--- src/rtl/rgb_to_grayscale_pkg.sv ---
// Shared constants and types for the RGB-to-luma adapter.
// Build option: RGB_TO_GRAYSCALE_ROUND_EN selects round-to-nearest instead of truncation.
package rgb_to_grayscale_pkg;

  localparam int unsigned COEF_R     = 32'd77;
  localparam int unsigned COEF_G     = 32'd150;
  localparam int unsigned COEF_B     = 32'd29;
  localparam int unsigned LUMA_SHIFT = 32'd8;

`ifdef RGB_TO_GRAYSCALE_ROUND_EN
  localparam int unsigned ROUND_C = 32'd128;
`else
  localparam int unsigned ROUND_C = 32'd0;
`endif

  typedef struct packed {
    logic last;
    logic user;
    logic dest;
    logic id;
  } sideband_t;

  function automatic int unsigned round_up8(input int unsigned bits);
    return ((bits + 32'd7) / 32'd8) * 32'd8;
  endfunction

endpackage

--- src/rtl/rgb_to_grayscale_luma.sv ---
// Three-stage luma datapath: products, sum (+ rounding constant), shift.
// Build option: RGB_TO_GRAYSCALE_ROUND_EN (via ROUND_C in the package).
module rgb_to_grayscale_luma
  import rgb_to_grayscale_pkg::*;
#(
  parameter int unsigned PX_WIDTH       = 10,
  parameter int unsigned RX_TDATA_WIDTH = 32
) (
  input  logic                      clk,
  input  logic                      rst_n,
  input  logic                      en1,
  input  logic                      en2,
  input  logic                      en3,
  input  logic [RX_TDATA_WIDTH-1:0] tdata,
  output logic [PX_WIDTH-1:0]       luma
);

  localparam int unsigned PROD_W = PX_WIDTH + 32'd8;
  localparam int unsigned SUM_W  = PX_WIDTH + 32'd9;

  logic [PX_WIDTH-1:0] g_s;
  logic [PX_WIDTH-1:0] b_s;
  logic [PX_WIDTH-1:0] r_s;
  logic [PROD_W-1:0]   prod_r_r;
  logic [PROD_W-1:0]   prod_g_r;
  logic [PROD_W-1:0]   prod_b_r;
  logic [SUM_W-1:0]    sum_r;
  logic [PX_WIDTH-1:0] luma_r;
  logic                unused_s;

  assign g_s = tdata[PX_WIDTH-1:0];
  assign b_s = tdata[2*PX_WIDTH-1:PX_WIDTH];
  assign r_s = tdata[3*PX_WIDTH-1:2*PX_WIDTH];

  // Coefficients sum to 256, so the sum MSB is never set and padding bits are don't-care.
  assign unused_s = ^{tdata, sum_r[SUM_W-1]};

  // Stage registers, each advancing only on its own enable.
  always_ff @(posedge clk or negedge rst_n) begin
    if (!rst_n) begin
      prod_r_r <= '0;
      prod_g_r <= '0;
      prod_b_r <= '0;
      sum_r    <= '0;
      luma_r   <= '0;
    end else begin
      if (en1) begin
        prod_r_r <= PROD_W'(r_s) * PROD_W'(COEF_R);
        prod_g_r <= PROD_W'(g_s) * PROD_W'(COEF_G);
        prod_b_r <= PROD_W'(b_s) * PROD_W'(COEF_B);
      end
      if (en2) begin
        sum_r <= SUM_W'(prod_r_r) + SUM_W'(prod_g_r) + SUM_W'(prod_b_r) + SUM_W'(ROUND_C);
      end
      if (en3) begin
        luma_r <= sum_r[LUMA_SHIFT +: PX_WIDTH];
      end
    end
  end

  assign luma = luma_r;

endmodule

--- src/rtl/rgb_to_grayscale_adapter.sv ---
// AXI4-Stream RGB to grayscale adapter: valid/ready chain, sideband pipe, strobe/keep.
// Build option: RGB_TO_GRAYSCALE_ROUND_EN enables round-to-nearest luma.
module rgb_to_grayscale_adapter
  import rgb_to_grayscale_pkg::*;
#(
  parameter int unsigned PX_WIDTH         = 10,
  parameter int unsigned RX_TDATA_WIDTH   = round_up8(3 * PX_WIDTH),
  parameter int unsigned TX_TDATA_WIDTH   = round_up8(PX_WIDTH),
  parameter int unsigned RX_TDATA_WIDTH_B = RX_TDATA_WIDTH / 32'd8,
  parameter int unsigned TX_TDATA_WIDTH_B = TX_TDATA_WIDTH / 32'd8
) (
  input  logic                        clk_i,
  input  logic                        rst_n_i,
  input  logic                        video_i_tvalid,
  output logic                        video_i_tready,
  input  logic [RX_TDATA_WIDTH-1:0]   video_i_tdata,
  input  logic                        video_i_tlast,
  input  logic                        video_i_tuser,
  input  logic                        video_i_tdest,
  input  logic                        video_i_tid,
  input  logic [RX_TDATA_WIDTH_B-1:0] video_i_tstrb,
  input  logic [RX_TDATA_WIDTH_B-1:0] video_i_tkeep,
  output logic                        video_o_tvalid,
  input  logic                        video_o_tready,
  output logic [TX_TDATA_WIDTH-1:0]   video_o_tdata,
  output logic                        video_o_tlast,
  output logic                        video_o_tuser,
  output logic                        video_o_tdest,
  output logic                        video_o_tid,
  output logic [TX_TDATA_WIDTH_B-1:0] video_o_tstrb,
  output logic [TX_TDATA_WIDTH_B-1:0] video_o_tkeep
);

  logic                v1_r, v2_r, v3_r;
  logic                ready1_s, ready2_s, ready3_s;
  sideband_t           sb_in_s, sb1_r, sb2_r, sb3_r;
  logic [PX_WIDTH-1:0] luma_s;
  logic                unused_s;

  assign unused_s = ^{video_i_tstrb, video_i_tkeep};
  assign sb_in_s  = {video_i_tlast, video_i_tuser, video_i_tdest, video_i_tid};

  // Ready chain: an empty stage always accepts, so bubbles collapse under stall.
  always_comb begin
    ready3_s = !v3_r || video_o_tready;
    ready2_s = !v2_r || ready3_s;
    ready1_s = !v1_r || ready2_s;
  end

  // Valid bits and sideband advance in lockstep with the datapath enables.
  always_ff @(posedge clk_i or negedge rst_n_i) begin
    if (!rst_n_i) begin
      v1_r  <= 1'b0;
      v2_r  <= 1'b0;
      v3_r  <= 1'b0;
      sb1_r <= '0;
      sb2_r <= '0;
      sb3_r <= '0;
    end else begin
      if (ready1_s) begin
        v1_r <= video_i_tvalid;
        if (video_i_tvalid) sb1_r <= sb_in_s;
      end
      if (ready2_s) begin
        v2_r <= v1_r;
        if (v1_r) sb2_r <= sb1_r;
      end
      if (ready3_s) begin
        v3_r <= v2_r;
        if (v2_r) sb3_r <= sb2_r;
      end
    end
  end

  rgb_to_grayscale_luma #(
    .PX_WIDTH       (PX_WIDTH),
    .RX_TDATA_WIDTH (RX_TDATA_WIDTH)
  ) u_luma (
    .clk   (clk_i),
    .rst_n (rst_n_i),
    .en1   (ready1_s && video_i_tvalid),
    .en2   (ready2_s && v1_r),
    .en3   (ready3_s && v2_r),
    .tdata (video_i_tdata),
    .luma  (luma_s)
  );

  // Zero-extend luma into the byte-aligned output word.
  always_comb begin
    video_o_tdata                = '0;
    video_o_tdata[PX_WIDTH-1:0]  = luma_s;
  end

  assign video_i_tready = ready1_s;
  assign video_o_tvalid = v3_r;
  assign video_o_tlast  = sb3_r.last;
  assign video_o_tuser  = sb3_r.user;
  assign video_o_tdest  = sb3_r.dest;
  assign video_o_tid    = sb3_r.id;
  assign video_o_tstrb  = {TX_TDATA_WIDTH_B{v3_r}};
  assign video_o_tkeep  = {TX_TDATA_WIDTH_B{v3_r}};

endmodule

--- config.mk ---
export PLATFORM = sky130hd
export DESIGN_NAME = rgb_to_grayscale_adapter
export DESIGN_NICKNAME = d
export VERILOG_FILES = /design/src/rtl/rgb_to_grayscale_pkg.sv /design/src/rtl/rgb_to_grayscale_luma.sv /design/src/rtl/rgb_to_grayscale_adapter.sv
export SDC_FILE = /design/constraint.sdc
export NUM_CORES = 1
export LEC_CHECK = 0
export ABC_AREA = 0
export CAP_MARGIN = 15
export CORE_ASPECT_RATIO = 1.25
export CORE_MARGIN = 2
export CORE_UTILIZATION = 45
export CTS_CLUSTER_SIZE = 8
export DETAILED_ROUTE_END_ITERATION = 12
export PLACE_DENSITY_LB_ADDON = 0.12
export SYNTH_ARGS = -nofsm -noshare
export SYNTH_HDL_FRONTEND = slang
export SYNTH_SLANG_ARGS = --single-unit
--- constraint.sdc ---
create_clock -name clk_i -period 3.4 [get_ports clk_i]
set_input_delay 1.02 -clock clk_i [delete_from_list [all_inputs] [get_ports clk_i]]
set_output_delay 1.02 -clock clk_i [all_outputs]
set_load 0.01 [all_outputs]
==> results of run 1 <==
==> cell type report <==
| class | count | area (µm²) | share of cell area |
|---|---|---|---|
| clock buffer | 12 | 267 | 0.0238 |
| multi-input combinational | 620 | 6310 | 0.563 |
| sequential | 84 | 2100 | 0.187 |
| clock inverter | 3 | 45.0 | 0.00402 |
| tap | 220 | 275 | 0.0245 |
| timing repair buffer | 219 | 1890 | 0.169 |
| inverter | 82 | 318 | 0.0283 |
==> worst max-delay path: cells and delay by family <==
family | cells | cell delay (ns)
AO/OA/AOI/OAI | 4 | 1.00
adder cells (fa/ha/maj) | 5 | 1.65
buffers and inverters | 3 | 0.19
AND/OR/NAND/NOR | 1 | 0.32
==> logic make-up after synthesis <==
family / count (synthesis) / synth area share
other cells: 1 / 0.000483
xor+xnor: 29 / 0.0327
buf+inv: 114 / 0.0611
fa+ha+maj: 183 / 0.345
compound gates: 178 / 0.147
mux: 18 / 0.0260
simple gates: 206 / 0.116
flops: 84 / 0.271
==> synthesized netlist by cell type (2+ instances only) <==
cell type	count	share of area
nor3b_1	2	0.0019
nand4_1	8	0.0064
o21a_1	8	0.0077
o311ai_0	3	0.0034
buf_4	10	0.0097
o21bai_1	6	0.0058
nand3b_1	2	0.0019
nand2_1	127	0.061
nand3_1	10	0.0064
nand4b_1	2	0.0023
nor3_1	5	0.0032
inv_1	82	0.040
o31ai_1	7	0.0068
o21ai_1	2	0.0013
o31a_1	3	0.0034
nor2_1	28	0.014
a21o_1	14	0.014
a211oi_1	11	0.011
nand2b_1	5	0.0040
and2_1	2	0.0016
mux2_2	17	0.025
a21oi_1	38	0.025
ha_1	131	0.21
fa_1	52	0.13
buf_1	4	0.0019
a2111oi_0	4	0.0045
dfrtp_1	84	0.27
xor2_1	18	0.020
o21ai_0	55	0.035
or3_1	5	0.0040
a41oi_1	3	0.0034
o41ai_1	2	0.0023
a31oi_1	4	0.0032
and3_1	5	0.0040
xnor2_1	11	0.012
o211ai_1	5	0.0048
clkbuf_1	16	0.0077
==> through the flow <==
stage	std cells	utilization	hold slack [ns]
floorplan	818	-	0.435
global placement	1196	0.588	0.451
global route	1240	0.666	0.494
CTS	1232	0.645	0.471
detailed placement	1196	0.588	0.457
finish	1240	0.666	0.464
==> state kept, by name (all words and copies together), names as in the netlist, 4 cells and up <==
| register | cells |
|---|---|
| sb1_r | 4 |
| u_luma.prod_b_r | 15 |
| u_luma.luma | 10 |
| u_luma.prod_g_r | 17 |
| u_luma.sum_r | 10 |
| sb2_r | 4 |
| u_luma.prod_r_r | 17 |
==> timing repair <==
action | CTS | global route
buffers inserted | 23 | 10
pin swaps | 108 | 80
resized for setup | 210 | 67
setup endpoints to repair | 32 | 27
==> worst min-delay path by stage <==
stage / start / endpoint / slack [ns] / cells after the start
4_1_cts: u_luma.sum_r[9]$_DFFE_PN0P_ / u_luma.sum_r[9]$_DFFE_PN0P_ / 0.47 / 2
3_5_place_dp: u_luma.sum_r[9]$_DFFE_PN0P_ / u_luma.sum_r[9]$_DFFE_PN0P_ / 0.46 / 2
3_3_place_gp: sb1_r[2]$_DFFE_PN0P_ / sb2_r[2]$_DFFE_PN0P_ / 0.45 / 2
2_1_floorplan: u_luma.sum_r[9]$_DFFE_PN0P_ / u_luma.sum_r[9]$_DFFE_PN0P_ / 0.43 / 2
5_1_grt: sb1_r[3]$_DFFE_PN0P_ / sb2_r[3]$_DFFE_PN0P_ / 0.49 / 2
6_report: u_luma.sum_r[9]$_DFFE_PN0P_ / u_luma.sum_r[9]$_DFFE_PN0P_ / 0.46 / 2
==> metal layers <==
metal	wire (µm)	share of wire	track usage	vias up
li1	-	-	-	3209
met1	8020	0.40	0.259	3252
met2	10700	0.54	0.415	117
met3	434	0.022	0.0215	60
met4	835	0.042	0.0989	0
met5	0	0	0	-
==> power by group through the flow <==
stage / combinational, mW / sequential (mW) / clock, mW
6_report: 6.28 / 1.71 / 1.01
5_1_grt: 6.90 / 1.75 / 1.06
4_1_cts: 5.90 / 1.71 / 1.02
3_5_place_dp: 5.31 / 1.73 / 0
3_3_place_gp: 5.16 / 1.70 / 0
2_1_floorplan: 3.69 / 1.63 / 0
==> impl_metrics.json, run 1 <==
{
  "status": "finished with violations",
  "violations": "negative setup slack",
  "p_int_mw": 5.13,
  "cellLeakagePower_nw": 5.22,
  "synth-seq-area-share": 0.271,
  "r2r_end": "u_luma.sum_r[14]$_DFFE_PN0P_",
  "grt-ovfl-total": 0,
  "power-per-cell-area_mw_per_mm2": 803,
  "final_max_slew_viol_count": 0,
  "cpMostUsedCell": "ha_4",
  "dp.final_hpwl_mm": 15.4,
  "grt_usage": 0.223,
  "grt_max_degree": 64,
  "tightest_slew_ns": 0.597,
  "setup_ws_ns": -0.516,
  "syn_area_mm2": 0.00776,
  "rsz0062_at_grt": "yes",
  "grt_pass1_vias": 6988,
  "synth_top_flop_cell": "dfrtp_1",
  "total_power_mw": 9.00,
  "syn_avg_cell_area_um2": 9.55,
  "area_delta_synth_final_pct": 44.5,
  "fin_area_mm2": 0.0112,
  "port_buffers": 57,
  "endpoint": "u_luma.prod_g_r[14]$_DFFE_PN0P_",
  "cts.clk_slew.worst_paths_ns": 0.06,
  "cp-start-kind": "input pin",
  "synth_cells": 813,
  "path_cells": "buf_8, ha_4, ha_4, inv_2, fa_2, fa_1, inv_2, ha_4, a21o_1, o311a_1, o31a_1, or3_1, o211ai_1",
  "core_area_mm2": 0.0168,
  "layout-drive-gt1-share": 0.369,
  "power_frac_seq": 0.190,
  "fmax_ghz": 0.255,
  "ys_types": 59,
  "r2r_setup_slack_ns": 0.59,
  "io-pin-count": 74,
  "worstPathRequired_ns": 3.66,
  "end_kind": "flip-flop",
  "htreeDepth": 3,
  "slew_headroom": 0.601,
  "num-nets-final": 1247,
  "initial_utilization": 0.461,
  "final_cell_mix": "buf_4 (144), nand2_1 (121), dfrtp_1 (84)",
  "rows": 53,
  "crit_path_max_incr_delay_ns": 0.54,
  "switching_share": 0.430,
  "fillers": 1342,
  "yosys_warnings": 0,
  "arrival_ns": 4.17,
  "setup_tns_ns": -4.79,
  "hold_buffers": 0,
  "hold_violations": 0,
  "cts_made_buffers": 9,
  "ant_nets": 0,
  "drc": 0,
  "slowest_stage": "fa_1",
  "wl_per_cell_um": 16.1,
  "fin_worst_skew_ns": 0.00511,
  "drt_first_iter_violations": 308,
  "antenna_found_initial": 0,
  "synth-edff-count": 0,
  "root_buffer": "clkbuf_16",
  "path_class": "input pin to flip-flop",
  "dieArea_mm2": 0.0183,
  "grt_pass1_wl_mm": 32.7,
  "wirelength_mm": 20.0,
  "num_vias": 6638,
  "crit_start": "video_i_tdata[6]",
  "vias_per_cell": 5.35,
  "drt_first_pass_iters": 4,
  "p_switching_mw": 3.87,
  "die_width_um": 121,
  "maxCapViolations": 0,
  "r2r_start": "u_luma.prod_g_r[8]$_DFFE_PN0P_",
  "clock_path_buffers": 2,
  "setup_viol": 21,
  "ys_ff_latch": 84,
  "place_area_mm2": 0.00991,
  "insertion_delay_ns": 0.34,
  "pwr-share-comb": 0.698,
  "die_h_um": 151,
  "gp_congestion": 0.890,
  "cts_tree": "built",
  "holdCritPathClass": "flip-flop to flip-flop",
  "cts.sinks": 84,
  "clockPowerShare": 0.113,
  "antennaDiodeCount": 0,
  "fin_crit_sh": 1.15,
  "dp_slack_ns": -1.34,
  "worstPathMaxFanout": 4,
  "async_reset_ff_frac": 1.00,
  "r2r_cells": 7,
  "fin_crit_ns": 3.92,
  "final_common_cell": "buf_4",
  "irDropWorstVdd_mv": 0.483
}
Power figures use the tool's default switching activity.
==> run 2, diff against run 1 <==
--- a/config.mk
+++ b/config.mk
@@ -9,10 +9,12 @@
 export CAP_MARGIN = 15
 export CORE_ASPECT_RATIO = 1.25
 export CORE_MARGIN = 2
-export CORE_UTILIZATION = 45
+export CORE_UTILIZATION = 51
+export CTS_BUF_LIST = sky130_fd_sc_hd__clkbuf_8 sky130_fd_sc_hd__clkbuf_16
 export CTS_CLUSTER_SIZE = 8
 export DETAILED_ROUTE_END_ITERATION = 12
 export PLACE_DENSITY_LB_ADDON = 0.12
 export SYNTH_ARGS = -nofsm -noshare
 export SYNTH_HDL_FRONTEND = slang
+export SYNTH_HIERARCHICAL = 1
 export SYNTH_SLANG_ARGS = --single-unit
==> run 2 against run 1 <==
The flow still finishes with violations (negative setup slack). Total power grew 3.8%. Via count down 5.2%. Die area fell by 10%. Setup slack worse by 0.063 ns. Clock power rose by 5%. Register-to-register slack got worse by 0.03 ns. Area after synthesis grew 1.3%. Largest cell class unchanged. Largest power group unchanged.
==> impl_metrics.json, run 2 <==
{
  "rows": 50,
  "pwr-share-comb": 0.703,
  "vias_per_cell": 5.61,
  "cellLeakagePower_nw": 5.16,
  "grt_max_degree": 85,
  "total_power_mw": 9.34,
  "antennaDiodeCount": 0,
  "status": "finished with violations",
  "switching_share": 0.424,
  "synth.top_cells.by_count": "ha_1 (131), inv_1 (89), dfrtp_1 (84)",
  "yosys-top-cells-area": "dfrtp_1 (27%), ha_1 (21%), fa_1 (13%)",
  "tightest_slew_ns": 0.527,
  "utilization": 0.744,
  "cp-start-kind": "input pin",
  "path_cells": "buf_12, ha_4, ha_4, inv_2, fa_1, inv_2, fa_1, ha_4, o21a_1, nor2_2, a211oi_2, or3_4, xor2_1, mux2_4",
  "crit_path_max_incr_delay_ns": 0.56,
  "syn_avg_cell_area_um2": 10.6,
  "die_width_um": 115,
  "grt_pass1_wl_mm": 32.0,
  "placed_cells": 1081,
  "clockPowerShare": 0.113,
  "slew_headroom": 0.640,
  "root_buffer": "clkbuf_16",
  "drt_first_pass_iters": 4,
  "syn_area_mm2": 0.00786,
  "htreeDepth": 3,
  "final_max_slew_viol_count": 0,
  "rsz0062_at_grt": "yes",
  "grt_pass1_vias": 6927,
  "fin_crit_sh": 1.17,
  "synth-edff-count": 0,
  "drt_first_iter_violations": 306,
  "worstPathMaxFanout": 4,
  "maxCapViolations": 0,
  "layout-drive-gt1-share": 0.416,
  "power_frac_seq": 0.183,
  "synth_cells": 744,
  "wl_per_cell_um": 17.5,
  "insertion_delay_ns": 0.34,
  "dp_slack_ns": -1.40,
  "final-seq-area_mm2": 0.00210,
  "setup_ws_ns": -0.579,
  "hold_buffers": 0,
  "synth_top_flop_cell": "dfrtp_1",
  "path_class": "input pin to flip-flop",
  "holdCritPathClass": "flip-flop to flip-flop",
  "cts_tree": "built",
  "fillers": 997,
  "worstPathRequired_ns": 3.62,
  "synth-seq-area-share": 0.267,
  "top_regs": "u_luma/prod_g_r x17, u_luma/prod_r_r x17, u_luma/prod_b_r x15",
  "p_switching_mw": 3.96,
  "num-nets-final": 1166,
  "place_area_mm2": 0.00992,
  "irDropWorstVdd_mv": 0.636,
  "clock_path_buffers": 2,
  "port_buffers": 57,
  "fin_crit_ns": 3.98,
  "end_kind": "flip-flop",
  "final_common_cell": "buf_4",
  "ys_types": 71,
  "fmax_ghz": 0.251,
  "grt_usage": 0.243,
  "dp.final_hpwl_mm": 14.3,
  "yosysMostFrequentCell": "ha_1",
  "hold_violations": 0,
  "num_vias": 6292,
  "yosys_warnings": 6,
  "slowest_stage": "fa_1",
  "cts_made_buffers": 9,
  "p_int_mw": 5.38,
  "ys_ff_latch": 84,
  "grt-ovfl-total": 0,
  "violations": "negative setup slack",
  "ant_nets": 0,
  "dieArea_mm2": 0.0164,
  "initial_utilization": 0.524,
  "fin_area_mm2": 0.0112,
  "die_h_um": 143,
  "arrival_ns": 4.20,
  "multi_input_area_mm2": 0.00642,
  "async_reset_ff_frac": 1.00,
  "core_area_mm2": 0.0150,
  "post-synth-top-area-cell": "dfrtp_1",
  "io-pin-count": 74,
  "final_cell_mix": "buf_4 (124), dfrtp_1 (84), ha_1 (81)",
  "antenna_found_initial": 0,
  "setup_viol": 25,
  "power-per-cell-area_mw_per_mm2": 837,
  "yosysTopAreaCellShare": 0.267,
  "gp_congestion": 0.859,
  "stdcell_count": 1122,
  "cpMostUsedCell": "ha_4",
  "cts.sinks": 84,
  "cts.clk_slew.worst_paths_ns": 0.06,
  "area_delta_synth_final_pct": 42.0,
  "drc": 0,
  "wirelength_mm": 19.6,
  "fin_worst_skew_ns": 0.0121
}
==> run 2: final timing paths <==
path	end	from	slack, ns	cells after the start
worst max-delay path	u_luma/prod_r_r[12]$_DFFE_PN0P_	video_i_tdata[25]	-0.58	14
worst min register to register	u_luma/sum_r[12]$_DFFE_PN0P_	u_luma/sum_r[12]$_DFFE_PN0P_	0.48	1
max in group asynchronous	u_luma/prod_g_r[7]$_DFFE_PN0P_	rst_n_i	2.33	2
worst min-delay path	u_luma/sum_r[12]$_DFFE_PN0P_	u_luma/sum_r[12]$_DFFE_PN0P_	0.48	1
worst max register to register	u_luma/sum_r[15]$_DFFE_PN0P_	u_luma/prod_r_r[5]$_DFFE_PN0P_	0.56	7
min in group asynchronous	v2_r$_DFFE_PN0P_	rst_n_i	0.70	2
==> run 2: metal layers <==
metal / global-route usage / up-vias / wire [µm]
met1: 0.280 / 3120 / 7900
li1: - / 3010 / -
met2: 0.456 / 119 / 10700
met5: 0 / - / 0
met3: 0.0246 / 43 / 387
met4: 0.0938 / 0 / 650
==> run 2: per-stage QoR <==
stage	hold WS, ns	setup TNS [ns]
floorplan	0.441	-7.57
detailed placement	0.470	-33.90
global placement	0.464	-31.66
global route	0.492	-10.22
finish	0.479	-8.12
CTS	0.482	-7.59
==> run 2: power by group through the flow <==
stage,logic (mW),registers (mW),clock network [mW]
after floorplan,3.99,1.66,0
after global placement,5.43,1.70,0
after detailed placement,5.58,1.73,0
after CTS,6.24,1.71,1.08
after global routing,7.19,1.77,1.12
final,6.57,1.71,1.06
==> run 2: critical path: cells and delay by family <==
kind	cells	cell delay, ns
adders and majority gates	5	1.80
AOI/OAI and AO/OA	2	0.26
muxes	1	0.26
and+or+nand+nor	2	0.52
xor gates and xnor gates	1	0.15
buffers and inverters	3	0.20
==> run 2: cell type report <==
type | count | share of cell area
Clock buffer | 10 | 0.0214
Clock inverter | 6 | 0.00773
Inverter | 91 | 0.0315
Multi-Input combinational cell | 549 | 0.575
Sequential cell | 84 | 0.188
Tap cell | 182 | 0.0204
Timing Repair Buffer | 200 | 0.156
==> run 2: kinds of logic (layout without fill, tap and decap cells) <==
group / after synthesis / after routing / share of synthesized area
XOR/XNOR: 20 / 20 / 0.0223
other: 1 / 6 / 0.000477
AO/OA/AOI/OAI: 152 / 152 / 0.141
adder cells (fa/ha/maj): 183 / 183 / 0.341
multiplexers: 51 / 51 / 0.0729
AND/OR/NAND/NOR: 137 / 137 / 0.0936
buffers and inverters: 116 / 307 / 0.0611
flip-flops: 84 / 84 / 0.267
==> run 2: repair_timing <==
action,in CTS,in global routing
hold endpoints to repair,0,0
pin swaps,93,59
resized for setup,197,52
setup buffers,24,10
setup endpoints to repair,33,29
